==> src/rtl/inst_fetch.sv <==
// inst_fetch: 6502 instruction fetch unit feeding prime_decoder.
// After reset it reads the start PC from the reset vector. It then fetches
// the opcode and operand bytes of each instruction over a byte-wide memory
// handshake and holds the complete instruction in a one-entry buffer until
// the decoder takes it. A PC redirect from execute flushes any fetch in flight.
//
// Ports
//   clk, rst_n          : clock (rising edge), async active-low reset
//   o_mem_rd/o_mem_addr : read request and address, held until i_mem_ready
//   i_mem_rdata         : read data, valid when o_mem_rd && i_mem_ready
//   i_mem_ready         : completes the read in the same cycle
//   i_pc_load(_val)     : redirect request and target PC
//   o_inst_valid        : buffered instruction available
//   i_inst_ready        : decoder accepts the instruction
//   o_inst_opcode/op1/op2/len/pc : buffered instruction fields
//
// state   | meaning
// --------+----------------------------------------------
// RST     | first cycle after reset, no memory access
// VEC_LO  | reading reset-vector low byte
// VEC_HI  | reading reset-vector high byte
// OPC     | reading opcode at pc
// OP1     | reading first operand byte
// OP2     | reading second operand byte
// HOLD    | instruction offered to decoder, memory idle
module inst_fetch #(
  parameter logic [15:0] VEC_ADDR = 16'hFFFC
) (
  input  logic        clk,
  input  logic        rst_n,
  output logic        o_mem_rd,
  output logic [15:0] o_mem_addr,
  input  logic [7:0]  i_mem_rdata,
  input  logic        i_mem_ready,
  input  logic        i_pc_load,
  input  logic [15:0] i_pc_load_val,
  output logic        o_inst_valid,
  input  logic        i_inst_ready,
  output logic [7:0]  o_inst_opcode,
  output logic [7:0]  o_inst_op1,
  output logic [7:0]  o_inst_op2,
  output logic [1:0]  o_inst_len,
  output logic [15:0] o_inst_pc
);

  typedef enum logic [2:0] {
    S_RST, S_VEC_LO, S_VEC_HI, S_OPC, S_OP1, S_OP2, S_HOLD
  } state_t;

  state_t      r_state;
  logic [15:0] r_pc;
  logic        r_mem_rd;
  logic [15:0] r_mem_addr;
  logic        r_valid;
  logic [7:0]  r_opcode;
  logic [7:0]  r_op1;
  logic [7:0]  r_op2;
  logic [1:0]  r_len;
  logic [15:0] r_inst_pc;

  logic [1:0]  w_len;
  logic [15:0] w_pc_inc;

  // Length from the opcode alone; the earlier tests are exceptions to the
  // regular aaabbbcc addressing-mode pattern and must win.
  function automatic logic [1:0] f_len(input logic [7:0] op);
    logic [2:0] bbb;
    logic [1:0] cc;
    bbb = op[4:2];
    cc  = op[1:0];
    if (op == 8'h00 || op == 8'h40 || op == 8'h60)  f_len = 2'd1;
    else if (op == 8'h20)                            f_len = 2'd3;
    else if (op[4:0] == 5'b10000)                    f_len = 2'd2;
    else if (op[3:0] == 4'b1000)                     f_len = 2'd1;
    else if (op[7] && op[3:0] == 4'b1010)            f_len = 2'd1;
    else if (cc == 2'b11)                            f_len = 2'd1;
    else if (cc == 2'b01)
      f_len = (bbb == 3'b011 || bbb == 3'b110 || bbb == 3'b111) ? 2'd3 : 2'd2;
    else begin
      case (bbb)
        3'b000, 3'b001, 3'b101: f_len = 2'd2;
        3'b011, 3'b111:         f_len = 2'd3;
        default:                f_len = 2'd1;
      endcase
    end
  endfunction

  assign w_len    = f_len(i_mem_rdata);
  assign w_pc_inc = r_pc + 16'd1;

  always_ff @(posedge clk or negedge rst_n) begin
    if (!rst_n) begin
      r_state    <= S_RST;
      r_pc       <= 16'h0000;
      r_mem_rd   <= 1'b0;
      r_mem_addr <= VEC_ADDR;
      r_valid    <= 1'b0;
      r_opcode   <= 8'h00;
      r_op1      <= 8'h00;
      r_op2      <= 8'h00;
      r_len      <= 2'd1;
      r_inst_pc  <= 16'h0000;
    end else begin
      case (r_state)
        S_RST: begin
          r_state    <= S_VEC_LO;
          r_mem_rd   <= 1'b1;
          r_mem_addr <= VEC_ADDR;
        end
        S_VEC_LO: begin
          if (i_mem_ready) begin
            r_pc[7:0]  <= i_mem_rdata;
            r_state    <= S_VEC_HI;
            r_mem_addr <= VEC_ADDR + 16'd1;
          end
        end
        S_VEC_HI: begin
          if (i_mem_ready) begin
            r_pc[15:8] <= i_mem_rdata;
            r_state    <= S_OPC;
            r_mem_addr <= {i_mem_rdata, r_pc[7:0]};
          end
        end
        default: begin
          if (i_pc_load) begin
            // Redirect wins over any byte completing now. A held instruction
            // accepted this same cycle has already been taken by the decoder.
            r_pc       <= i_pc_load_val;
            r_state    <= S_OPC;
            r_mem_rd   <= 1'b1;
            r_mem_addr <= i_pc_load_val;
            r_valid    <= 1'b0;
          end else begin
            case (r_state)
              S_OPC: begin
                if (i_mem_ready) begin
                  r_opcode   <= i_mem_rdata;
                  r_inst_pc  <= r_pc;
                  r_len      <= w_len;
                  r_op1      <= 8'h00;
                  r_op2      <= 8'h00;
                  r_pc       <= w_pc_inc;
                  r_mem_addr <= w_pc_inc;
                  if (w_len > 2'd1) begin
                    r_state <= S_OP1;
                  end else begin
                    r_state  <= S_HOLD;
                    r_mem_rd <= 1'b0;
                    r_valid  <= 1'b1;
                  end
                end
              end
              S_OP1: begin
                if (i_mem_ready) begin
                  r_op1      <= i_mem_rdata;
                  r_pc       <= w_pc_inc;
                  r_mem_addr <= w_pc_inc;
                  if (r_len == 2'd3) begin
                    r_state <= S_OP2;
                  end else begin
                    r_state  <= S_HOLD;
                    r_mem_rd <= 1'b0;
                    r_valid  <= 1'b1;
                  end
                end
              end
              S_OP2: begin
                if (i_mem_ready) begin
                  r_op2      <= i_mem_rdata;
                  r_pc       <= w_pc_inc;
                  r_mem_addr <= w_pc_inc;
                  r_state    <= S_HOLD;
                  r_mem_rd   <= 1'b0;
                  r_valid    <= 1'b1;
                end
              end
              S_HOLD: begin
                if (i_inst_ready) begin
                  r_state    <= S_OPC;
                  r_mem_rd   <= 1'b1;
                  r_mem_addr <= r_pc;
                  r_valid    <= 1'b0;
                end
              end
              default: r_state <= S_RST;
            endcase
          end
        end
      endcase
    end
  end

  assign o_mem_rd      = r_mem_rd;
  assign o_mem_addr    = r_mem_addr;
  assign o_inst_valid  = r_valid;
  assign o_inst_opcode = r_opcode;
  assign o_inst_op1    = r_op1;
  assign o_inst_op2    = r_op2;
  assign o_inst_len    = r_len;
  assign o_inst_pc     = r_inst_pc;

endmodule

==> config.mk <==
export PLATFORM = sky130hd
export DESIGN_NAME = inst_fetch
export DESIGN_NICKNAME = d
export VERILOG_FILES = /design/src/rtl/inst_fetch.sv
export SDC_FILE = /design/constraint.sdc
export NUM_CORES = 1
export LEC_CHECK = 0
export BUFFER_PORTS_ARGS = -buffer_cell sky130_fd_sc_hd__buf_2
export CAP_MARGIN = 10
export CORE_AREA = 3 3 107 109
export CTS_BUF_LIST = sky130_fd_sc_hd__clkbuf_2
export CTS_CLUSTER_DIAMETER = 30
export CTS_CLUSTER_SIZE = 20
export DETAILED_ROUTE_END_ITERATION = 10
export DIE_AREA = 0 0 110 112
export PLACE_DENSITY = 0.66
export SLEW_MARGIN = 20
export SYNTH_ARGS = -nofsm -noshare
export SYNTH_HDL_FRONTEND = slang
export SYNTH_SLANG_ARGS = --single-unit
==> constraint.sdc <==
create_clock -name clk -period 2.6 [get_ports clk]
set_input_delay 0.13 -clock clk [delete_from_list [all_inputs] [get_ports clk]]
set_output_delay 0.13 -clock clk [all_outputs]
set_load 0.01 [all_outputs]
==> flow_metrics.tcl, run 1 <==
set metrics [dict create \
    n_antenna_cell 0 \
    row_count 38 \
    grt_max_degree 80 \
    netlist.top_cell.by_area "dfrtp_1" \
    tns_ns 0 \
    place_hpwl_um 9010 \
    finalMaxSlewViolations 0 \
    final_common_cell "buf_2" \
    setup_viol 0 \
    wirelength_um 13510 \
    seq_area_frac_synth_pct 42.20 \
    p_comb_share_pct 52.0 \
    clkTransAtPathRegs_ns 0.21 \
    cts_tree "done" \
    avgSynthCellArea_um2 9.130 \
    clockBufferDepth 2 \
    critPathCaptureType "flop" \
    critPathKind "flop to flop" \
    fin_nets 637 \
    finalCritPeriodShare_pct 82.18 \
    drtIter0Drc 311 \
    cts_made_buffers 9 \
    grt_usage_pct 22.94 \
    crit_arrival_ns 2.63 \
    post_cts_buffers 0 \
    wl_per_cell_um 17.97 \
    fin_skew_ns 0.04130 \
    timing.final.ws_setup_ns 0.4633 \
    synth.distinct_cells 70 \
    clkPwrFrac_pct 11.1 \
    die_x_um 110 \
    gr-total-overflow 0 \
    port_buffers 88 \
    critPathRequiredTime_ns 3.09 \
    fp.dieH_um 112 \
    cts_resized 0 \
    gp_routability_congestion 0.8739 \
    synth_flop_cell "dfrtp_1" \
    io_pins 89 \
    syn-num-nets 548 \
    fin_crit_ns 2.137 \
    cts-htree-levels 3 \
    core_mm2 0.01070 \
    grt_setup_unrepaired "no" \
    clk_latency_ns 0.59 \
    fmax_ghz 0.4680 \
    p_leak_nw 2.478 \
    yosys-top-cells-area "dfrtp_1 (34%), dfstp_2 (8.3%), nand2_1 (5.2%)" \
    power_density_mw_per_mm2 1086 \
    peakVddDrop_mv 0.4794 \
    initial_core_util_pct 44.21 \
    relSlewSlack_pct 48.45 \
    finalHoldViolations 0 \
    final_cell_mix "buf_2 (87), nand2_1 (65), dfrtp_1 (64), o21ai_0 (37), a21oi_1 (31)" \
    hp-class "input port to flop" \
    antenna_found_initial 0 \
    drive_gt1_share_pct 28.43 \
    internal-power_mw 3.488 \
    cap_violations 0 \
    die_area_mm2 0.01232 \
    vias_per_cell 5.868 \
    area_delta_synth_final_pct 19.29 \
    p_sw_mw 2.638 \
    final_antenna_net_count 0 \
    num_vias 4413 \
    ys_ff_latch 79 \
    grt_pass1_vias 4213 \
    synthesis.area_mm2 0.004730 \
    grt_pass1_wl_um 21910 \
    power_frac_seq_pct 37.0 \
    cts_root_buf "clkbuf_2" \
    swShare_pct 43.06 \
    numClockSinks 79 \
    holdWs_ns 0.03204 \
    synth_edf_count 0 \
    place_ws_ns 0.5311 \
    yosys_warnings 0 \
    synth_cells 518 \
    status "finished, final reports clean" \
    drtPass1Iterations 5 \
    critPathLaunchType "flop" \
    tightestPinTransition_ns 0.7538 \
    synth_top_area_share_pct 33.86 \
    async_reset_ff_share_pct 100.0 \
    worstPathMaxFanout 9 \
    drc 0 \
]
==> cells in the mapped netlist, types with 4 or more instances <==
cell type / n
a21oi_1: 31
a221o_1: 9
a22o_1: 9
a22oi_1: 6
a31oi_1: 4
and3_1: 5
buf_2: 24
clkbuf_1: 25
dfrtp_1: 64
dfstp_2: 15
inv_1: 17
mux2_1: 5
mux2_2: 20
mux2i_1: 6
nand2_1: 65
nand3_1: 20
nand3b_1: 4
nand4_1: 6
nor2_1: 22
nor3_1: 5
nor3b_1: 5
o211ai_1: 10
o21ai_0: 37
o22a_1: 4
o22ai_1: 4
o2bb2ai_1: 4
or3_1: 4
xnor2_1: 9
xor2_1: 13
==> through the flow <==
stage               area (um2)  utilization, %  power (mW)  instances
floorplan                 4730               -       4.368        518
global placement          5306           49.60       5.377        714
detailed placement        5306           49.60       5.441        714
CTS                       5608           52.42       6.146        749
global route              5642           52.74       6.611        752
finish                    5642           52.74       6.126        752
==> state kept, by name, indices dropped and copies added (netlist names) <==
signal         cells
o_inst_op1         8
o_inst_valid       1
r_state            3
o_inst_len         2
o_inst_op2         8
r_pc              16
o_mem_addr        16
o_inst_opcode      8
o_inst_pc         16
o_mem_rd           1
==> layer usage <==
| metal | GRT usage, % | part of all wire [%] |
|---|---|---|
| met5 | 0 | 0 |
| met4 | 12.30 | 3.7 |
| met3 | 5.101 | 6.7 |
| met2 | 32.77 | 45 |
| met1 | 32.15 | 45 |
==> final timing paths <==
| check | start | to | slack, ns | cells after the start |
|---|---|---|---|---|
| setup / recovery | r_pc[3]$_DFFE_PN0P_ | r_pc[15]$_DFFE_PN0P_ | 0.46 | 5 |
| hold / removal | i_pc_load_val[2] | o_mem_addr[2]$_DFFE_PN1P_ | 0.03 | 5 |
| setup reg to reg | r_pc[3]$_DFFE_PN0P_ | r_pc[15]$_DFFE_PN0P_ | 0.46 | 5 |
| hold reg to reg | o_mem_addr[5]$_DFFE_PN1P_ | o_mem_addr[5]$_DFFE_PN1P_ | 0.49 | 2 |
| max in group asynchronous | rst_n | r_pc[6]$_DFFE_PN0P_ | 1.97 | 2 |
| min in group asynchronous | rst_n | r_state[0]$_DFFE_PN0P_ | 0.12 | 2 |
==> critical path, cell delays in order (launching register included) <==
cell     delay, ns
dfrtp_1       0.57
nand2_1       0.22
nor4_2        0.63
nand4_1       0.20
o41a_1        0.33
o22ai_1       0.12
==> area by class of cell <==
class	instances	area, um2
fillers	1017	5056
clock buffers	10	50.05
well taps	140	175.2
repair buffers	132	857.1
flip-flops and latches	79	1996
clock inverters	6	61.31
inverters	17	63.81
multi-input cells	368	2439
==> timing repair <==
| item | in CTS | in global routing |
|---|---|---|
| endpoints found under the hold margin | 100 | 3 |
| hold buffers | 19 | 3 |
| endpoints found under the setup margin | 0 | 0 |
==> power groups by stage <==
stage / sequential [mW] / clock, mW / combinational [mW]
floorplan: 2.29 / 0 / 2.08
global placement: 2.26 / 0 / 3.12
detailed placement: 2.29 / 0 / 3.16
CTS: 2.26 / 0.692 / 3.20
global route: 2.34 / 0.764 / 3.51
finish: 2.26 / 0.678 / 3.18
==> kinds of logic after synthesis <==
family                   count (synthesis)  share of synthesized area [%]
adder cells (fa/ha/maj)                  1                         0.2645
flip-flops                              79                          42.20
AND/OR/NAND/NOR                        162                          17.36
AO/OA/AOI/OAI                          152                          22.38
multiplexers                            31                          7.222
buffers and inverters                   71                          6.508
XOR/XNOR                                22                          4.074
Power figures use the tool's default switching activity.
==> run 2: changes to the inputs <==
- PLACE_DENSITY: 0.66 -> 0.68
- clock period: 2.6 -> 1.8 ns (I/O delays scaled with it)
==> run 2 against run 1 <==
Net effect:
- the flow now finishes with violations (negative hold slack)
- sequential share of layout area fell by 4.8 points
- clock power rose by 62%
- via count rose by 6.8%
- sequential power rose by 43%
- fmax rose by 20%
- worst setup slack got worse by 0.45 ns
- critical path type unchanged
- total power rose by 67%
- cell count rose by 8.9%
- non-clock buffer count rose by 67
- final area rose by 16%
- die area did not move
- first-iteration DRC count rose by 12%
==> flow_metrics.tcl, run 2 (same netlist as run 1, synthesis figures left out) <==
set metrics [dict create \
    grt_pass1_wl_um 23480 \
    status "finished with violations" \
    final_cells 819 \
    tns_ns 0 \
    worstPathCellList "buf_4 > nand3_4 > buf_4 > nor4_2 > buf_4 > xor2_1 > a21oi_1 > o21ai_1" \
    critPathKind "flop to flop" \
    fin_skew_ns 0.02879 \
    power_density_mw_per_mm2 1564 \
    critPathRequiredTime_ns 2.27 \
    final_cell_mix "buf_2 (88), buf_4 (69), nand2_1 (63), dfrtp_1 (61), o21ai_0 (36)" \
    grt_setup_unrepaired "yes" \
    row_count 38 \
    drtIter0Drc 348 \
    timing.final.ws_setup_ns 0.01669 \
    fmax_ghz 0.5608 \
    drtPass1Iterations 5 \
    n_antenna_cell 0 \
    finalMaxSlewViolations 0 \
    drive_gt1_share_pct 39.91 \
    fillers 909 \
    grt_pass1_vias 4494 \
    cts_tree "done" \
    dp.cells 760 \
    wl_per_cell_um 18.73 \
    slowest_delay_ns 0.42 \
    rr_startpoint "r_pc[0]$_DFFE_PN0P_" \
    worstPathMaxFanout 6 \
    tightestPinTransition_ns 0.5106 \
    critPathCaptureType "flop" \
    cts_root_buf "clkbuf_2" \
    finalCritPeriodShare_pct 99.07 \
    p_leak_nw 2.890 \
    final_common_cell "buf_2" \
    fin_nets 704 \
    core_mm2 0.01070 \
    initial_core_util_pct 44.21 \
    setup_viol 0 \
    ff2ff_setup_slack_ns 0.02 \
    gr-total-overflow 0 \
    num_vias 4712 \
    place_ws_ns -0.08968 \
    die_area_mm2 0.01232 \
    hp-class "input port to asynchronous set/reset pin" \
    area_delta_synth_final_pct 38.07 \
    r2r_end "r_pc[11]$_DFFE_PN0P_" \
    io_pins 89 \
    grt_usage_pct 24.40 \
    vias_per_cell 5.753 \
    seq_area_mm2 0.001999 \
    cts_made_buffers 9 \
    cts-htree-levels 3 \
    clkTransAtPathRegs_ns 0.24 \
    holdWs_ns -0.006518 \
    cpMostUsedCell "buf_4" \
    clk_latency_ns 0.55 \
    fp.dieH_um 112 \
    multi_input_area_mm2 0.002711 \
    numClockSinks 79 \
    place_hpwl_um 10140 \
    final_antenna_net_count 0 \
    violations "negative hold slack" \
    cpMaxStageDelayCell "dfrtp_1" \
    rr_worst_depth 8 \
    grt_max_degree 45 \
    cap_violations 0 \
    antenna_found_initial 0 \
    die_x_um 110 \
    peakVddDrop_mv 0.7821 \
    gp_routability_congestion 0.9482 \
    port_buffers 88 \
    crit_arrival_ns 2.25 \
    wirelength_um 15340 \
    critPathLaunchType "flop" \
    clockBufferDepth 2 \
    fin_crit_ns 1.783 \
    finalHoldViolations 3 \
    relSlewSlack_pct 65.96 \
    drc 0 \
]
run 2: worst max-delay path, delay by kind of cell, from the launching register on:
family,cells,cell delay [ns]
buffers and inverters,3,0.49
DFF,1,0.42
and+or+nand+nor,2,0.35
AOI/OAI and AO/OA,2,0.28
xor gates and xnor gates,1,0.15
run 2: worst max-delay path by stage:
stage,startpoint,endpoint,cells after the start
floorplan,r_pc[0]$_DFFE_PN0P_,r_pc[12]$_DFFE_PN0P_,7
global placement,r_state[0]$_DFFE_PN0P_,o_mem_rd$_DFFE_PN0P_,6
detailed placement,r_state[2]$_DFFE_PN0P_,o_mem_rd$_DFFE_PN0P_,6
CTS,r_state[2]$_DFFE_PN0P_,r_state[0]$_DFFE_PN0P_,5
global route,r_pc[0]$_DFFE_PN0P_,o_mem_addr[13]$_DFFE_PN1P_,7
finish,r_pc[0]$_DFFE_PN0P_,r_pc[11]$_DFFE_PN0P_,8
run 2: layer usage:
layer  wire (um)  global-route usage, %  part of all wire, %  up-vias
met5           0                      0                    0        -
met4         430                  8.479                  2.8        0
li1            -                      -                    -     2188
met3         886                  3.826                  5.8       33
met1        6628                  34.60                   43     2315
met2        7392                  37.74                   48      176
run 2: layout make-up:
cell class	count	share of cell area, %
inverter	17	0.9772
multi-input combinational	368	41.52
timing repair buffer	199	22.17
sequential	79	30.62
tap	140	2.683
clock inverter	7	1.341
clock buffer	9	0.6898
run 2: timing repair:
action / CTS / global route
hold buffers: 26 / 1
pin swaps: 0 / 19
endpoints found under the hold margin: 124 / 1
gates cloned: 0 / 3
setup buffers: 0 / 15
gates resized for setup: 10 / 65
endpoints found under the setup margin: 11 / 50
run 2: per-stage QoR:
stage	total power [mW]	util (%)	area, um2
global route	10.91	61.04	6530
floorplan	6.323	-	4740
global placement	8.155	52.85	5654
CTS	9.469	56.88	6085
detailed placement	8.269	52.85	5654
finish	10.22	61.04	6530
run 2: power breakdown:
part / internal [mW] / switching, mW
clock network: 0.446 / 0.655
logic: 2.87 / 3.02
registers: 2.64 / 0.585
==> run 3: changes to the inputs <==
- CORE_AREA: 3 3 107 109 -> 2 2 106 108
- DIE_AREA: 0 0 110 112 -> 0 0 108 110
- MAX_ROUTING_LAYER: not set -> met4
==> run 3 against run 2 <==
Net effect:
- the flow finishes with violations (negative hold slack, negative setup slack)
- critical endpoint is now r_pc[7]$_DFFE_PN0P_
- critical path depth fell by 1
- global-route usage rose by 1.3 points
- sequential power fell by 1%
- worst setup slack got worse by 0.065 ns
==> flow_metrics.tcl, run 3 (same netlist as run 1, synthesis figures left out) <==
set metrics [dict create \
    finalHoldViolations 9 \
    holdWs_ns -0.01906 \
    wirelength_um 14880 \
    fin_skew_ns 0.02033 \
    gp_routability_congestion 0.9383 \
    final_util_pct 58.18 \
    final_cell_mix "buf_2 (88), buf_4 (65), nand2_1 (63), dfrtp_1 (61), o21ai_0 (35)" \
    dp.cells 755 \
    path_delay_family "flip-flops" \
    cpMaxStageDelayCell "dfrtp_1" \
    crit_arrival_ns 2.33 \
    use_met2_pct 40.97 \
    fin_nets 693 \
    cpMostUsedCell "buf_4" \
    numClockSinks 79 \
    fillers 966 \
    area_delta_synth_final_pct 31.59 \
    io_pins 89 \
    grt_pass1_wl_um 23150 \
    place_hpwl_um 10100 \
    fp.dieH_um 110 \
    slowest_delay_ns 0.42 \
    design_power_total_mw 9.606 \
    critPathLaunchType "flop" \
    critPathKind "flop to flop" \
    power_density_mw_per_mm2 1544 \
    port_buffers 88 \
    die_x_um 108 \
    drc 0 \
    final_antenna_net_count 0 \
    cap_violations 0 \
    gr-total-overflow 0 \
    grt_usage_pct 25.74 \
    antenna_found_initial 0 \
    worstPathMaxFanout 6 \
    place_ws_ns -0.05074 \
    grt_pass1_vias 4517 \
    fin_crit_ns 1.849 \
    clk_latency_ns 0.56 \
    critPathRequiredTime_ns 2.28 \
    initial_core_util_pct 44.21 \
    clkTransAtPathRegs_ns 0.24 \
    cts_made_buffers 9 \
    cts_root_buf "clkbuf_2" \
    wl_per_cell_um 18.42 \
    num_vias 4727 \
    cts-htree-levels 3 \
    drtPass1Iterations 6 \
    violations "negative hold slack, negative setup slack" \
    grt_setup_unrepaired "yes" \
    grt_max_degree 45 \
    final_common_cell "buf_2" \
    die_area_mm2 0.01188 \
    drtIter0Drc 317 \
    use_met1_pct 33.07 \
    critPathCaptureType "flop" \
    clockBufferDepth 2 \
    fmax_ghz 0.5409 \
    status "finished with violations" \
    timing.final.ws_setup_ns -0.04877 \
    setup_viol 4 \
    grt.busiest_layer "met2" \
    p_leak_nw 2.756 \
    cp.buffers_inverters 2 \
    core_mm2 0.01070 \
    hp-class "input port to asynchronous set/reset pin" \
    n_antenna_cell 0 \
    grt_use_met3_pct 4.527 \
    row_count 38 \
    worstPathCellList "buf_4 > nand3_1 > buf_4 > nor3_2 > xnor2_1 > o21ai_0 > a221o_1" \
    tightestPinTransition_ns 0.4909 \
    finalCritPeriodShare_pct 102.7 \
    drive_gt1_share_pct 37.87 \
    vias_per_cell 5.850 \
    cts_tree "done" \
    peakVddDrop_mv 0.7964 \
    final_cells 808 \
    finalMaxSlewViolations 0 \
    relSlewSlack_pct 67.27 \
]
run 3: worst paths after layout:
path                                           start                    endpoint  slack (ns)  cells past startpoint
max reg2reg                      r_pc[0]$_DFFE_PN0P_         r_pc[7]$_DFFE_PN0P_       -0.05                      7
max in group asynchronous                      rst_n  o_mem_addr[14]$_DFFE_PN1P_        1.13                      3
max                              r_pc[0]$_DFFE_PN0P_         r_pc[7]$_DFFE_PN0P_       -0.05                      7
min reg2reg                o_mem_addr[5]$_DFFE_PN1P_   o_mem_addr[5]$_DFFE_PN1P_        0.49                      2
min                                            rst_n   o_mem_addr[1]$_DFFE_PN0P_       -0.02                      2
min in group clk                   i_pc_load_val[15]  o_mem_addr[15]$_DFFE_PN1P_        0.02                      4
run 3: repair_timing:
item                                    4_1_cts  5_1_grt
gates cloned                                  0        3
gates resized for setup                       9       40
pin swaps                                     0       12
hold buffers                                 25        0
buffers inserted                              1        8
endpoints found under the setup margin       16       38
hold endpoints to repair                    119        0
run 3: layer usage:
layer	routed length [um]	share of wire (%)	up-vias
met3	1066	7.2	43
met4	396	2.7	0
met5	0	0	-
li1	-	-	2162
met1	6163	41	2303
met2	7254	49	219
run 3: report_power, final:
group	switching (mW)	total [mW]	internal (mW)
combinational	2.91	5.56	2.65
clock	0.668	0.855	0.187
sequential	0.548	3.19	2.64
total	4.13	9.61	5.48
run 3: final cells by class:
class,count,area (um2),share of cell area [%]
Sequential cell,79,1999,32.13
Clock inverter,5,35.03,0.5629
Timing Repair Buffer,188,1321,21.23
Clock buffer,11,55.05,0.8846
Inverter,17,63.81,1.025
Multi-Input combinational cell,368,2574,41.36
Tap cell,140,175.2,2.815
run 3: stage by stage:
stage	instance area, um2	setup TNS (ns)	hold slack [ns]
6_report	6223	-0.1421	-0.01906
2_1_floorplan	4740	-0.01103	-0.2056
5_1_grt	6223	-1.343	0.01453
3_3_place_gp	5617	0	0.08171
4_1_cts	5998	0	0.01071
3_5_place_dp	5617	-0.1142	0.09106
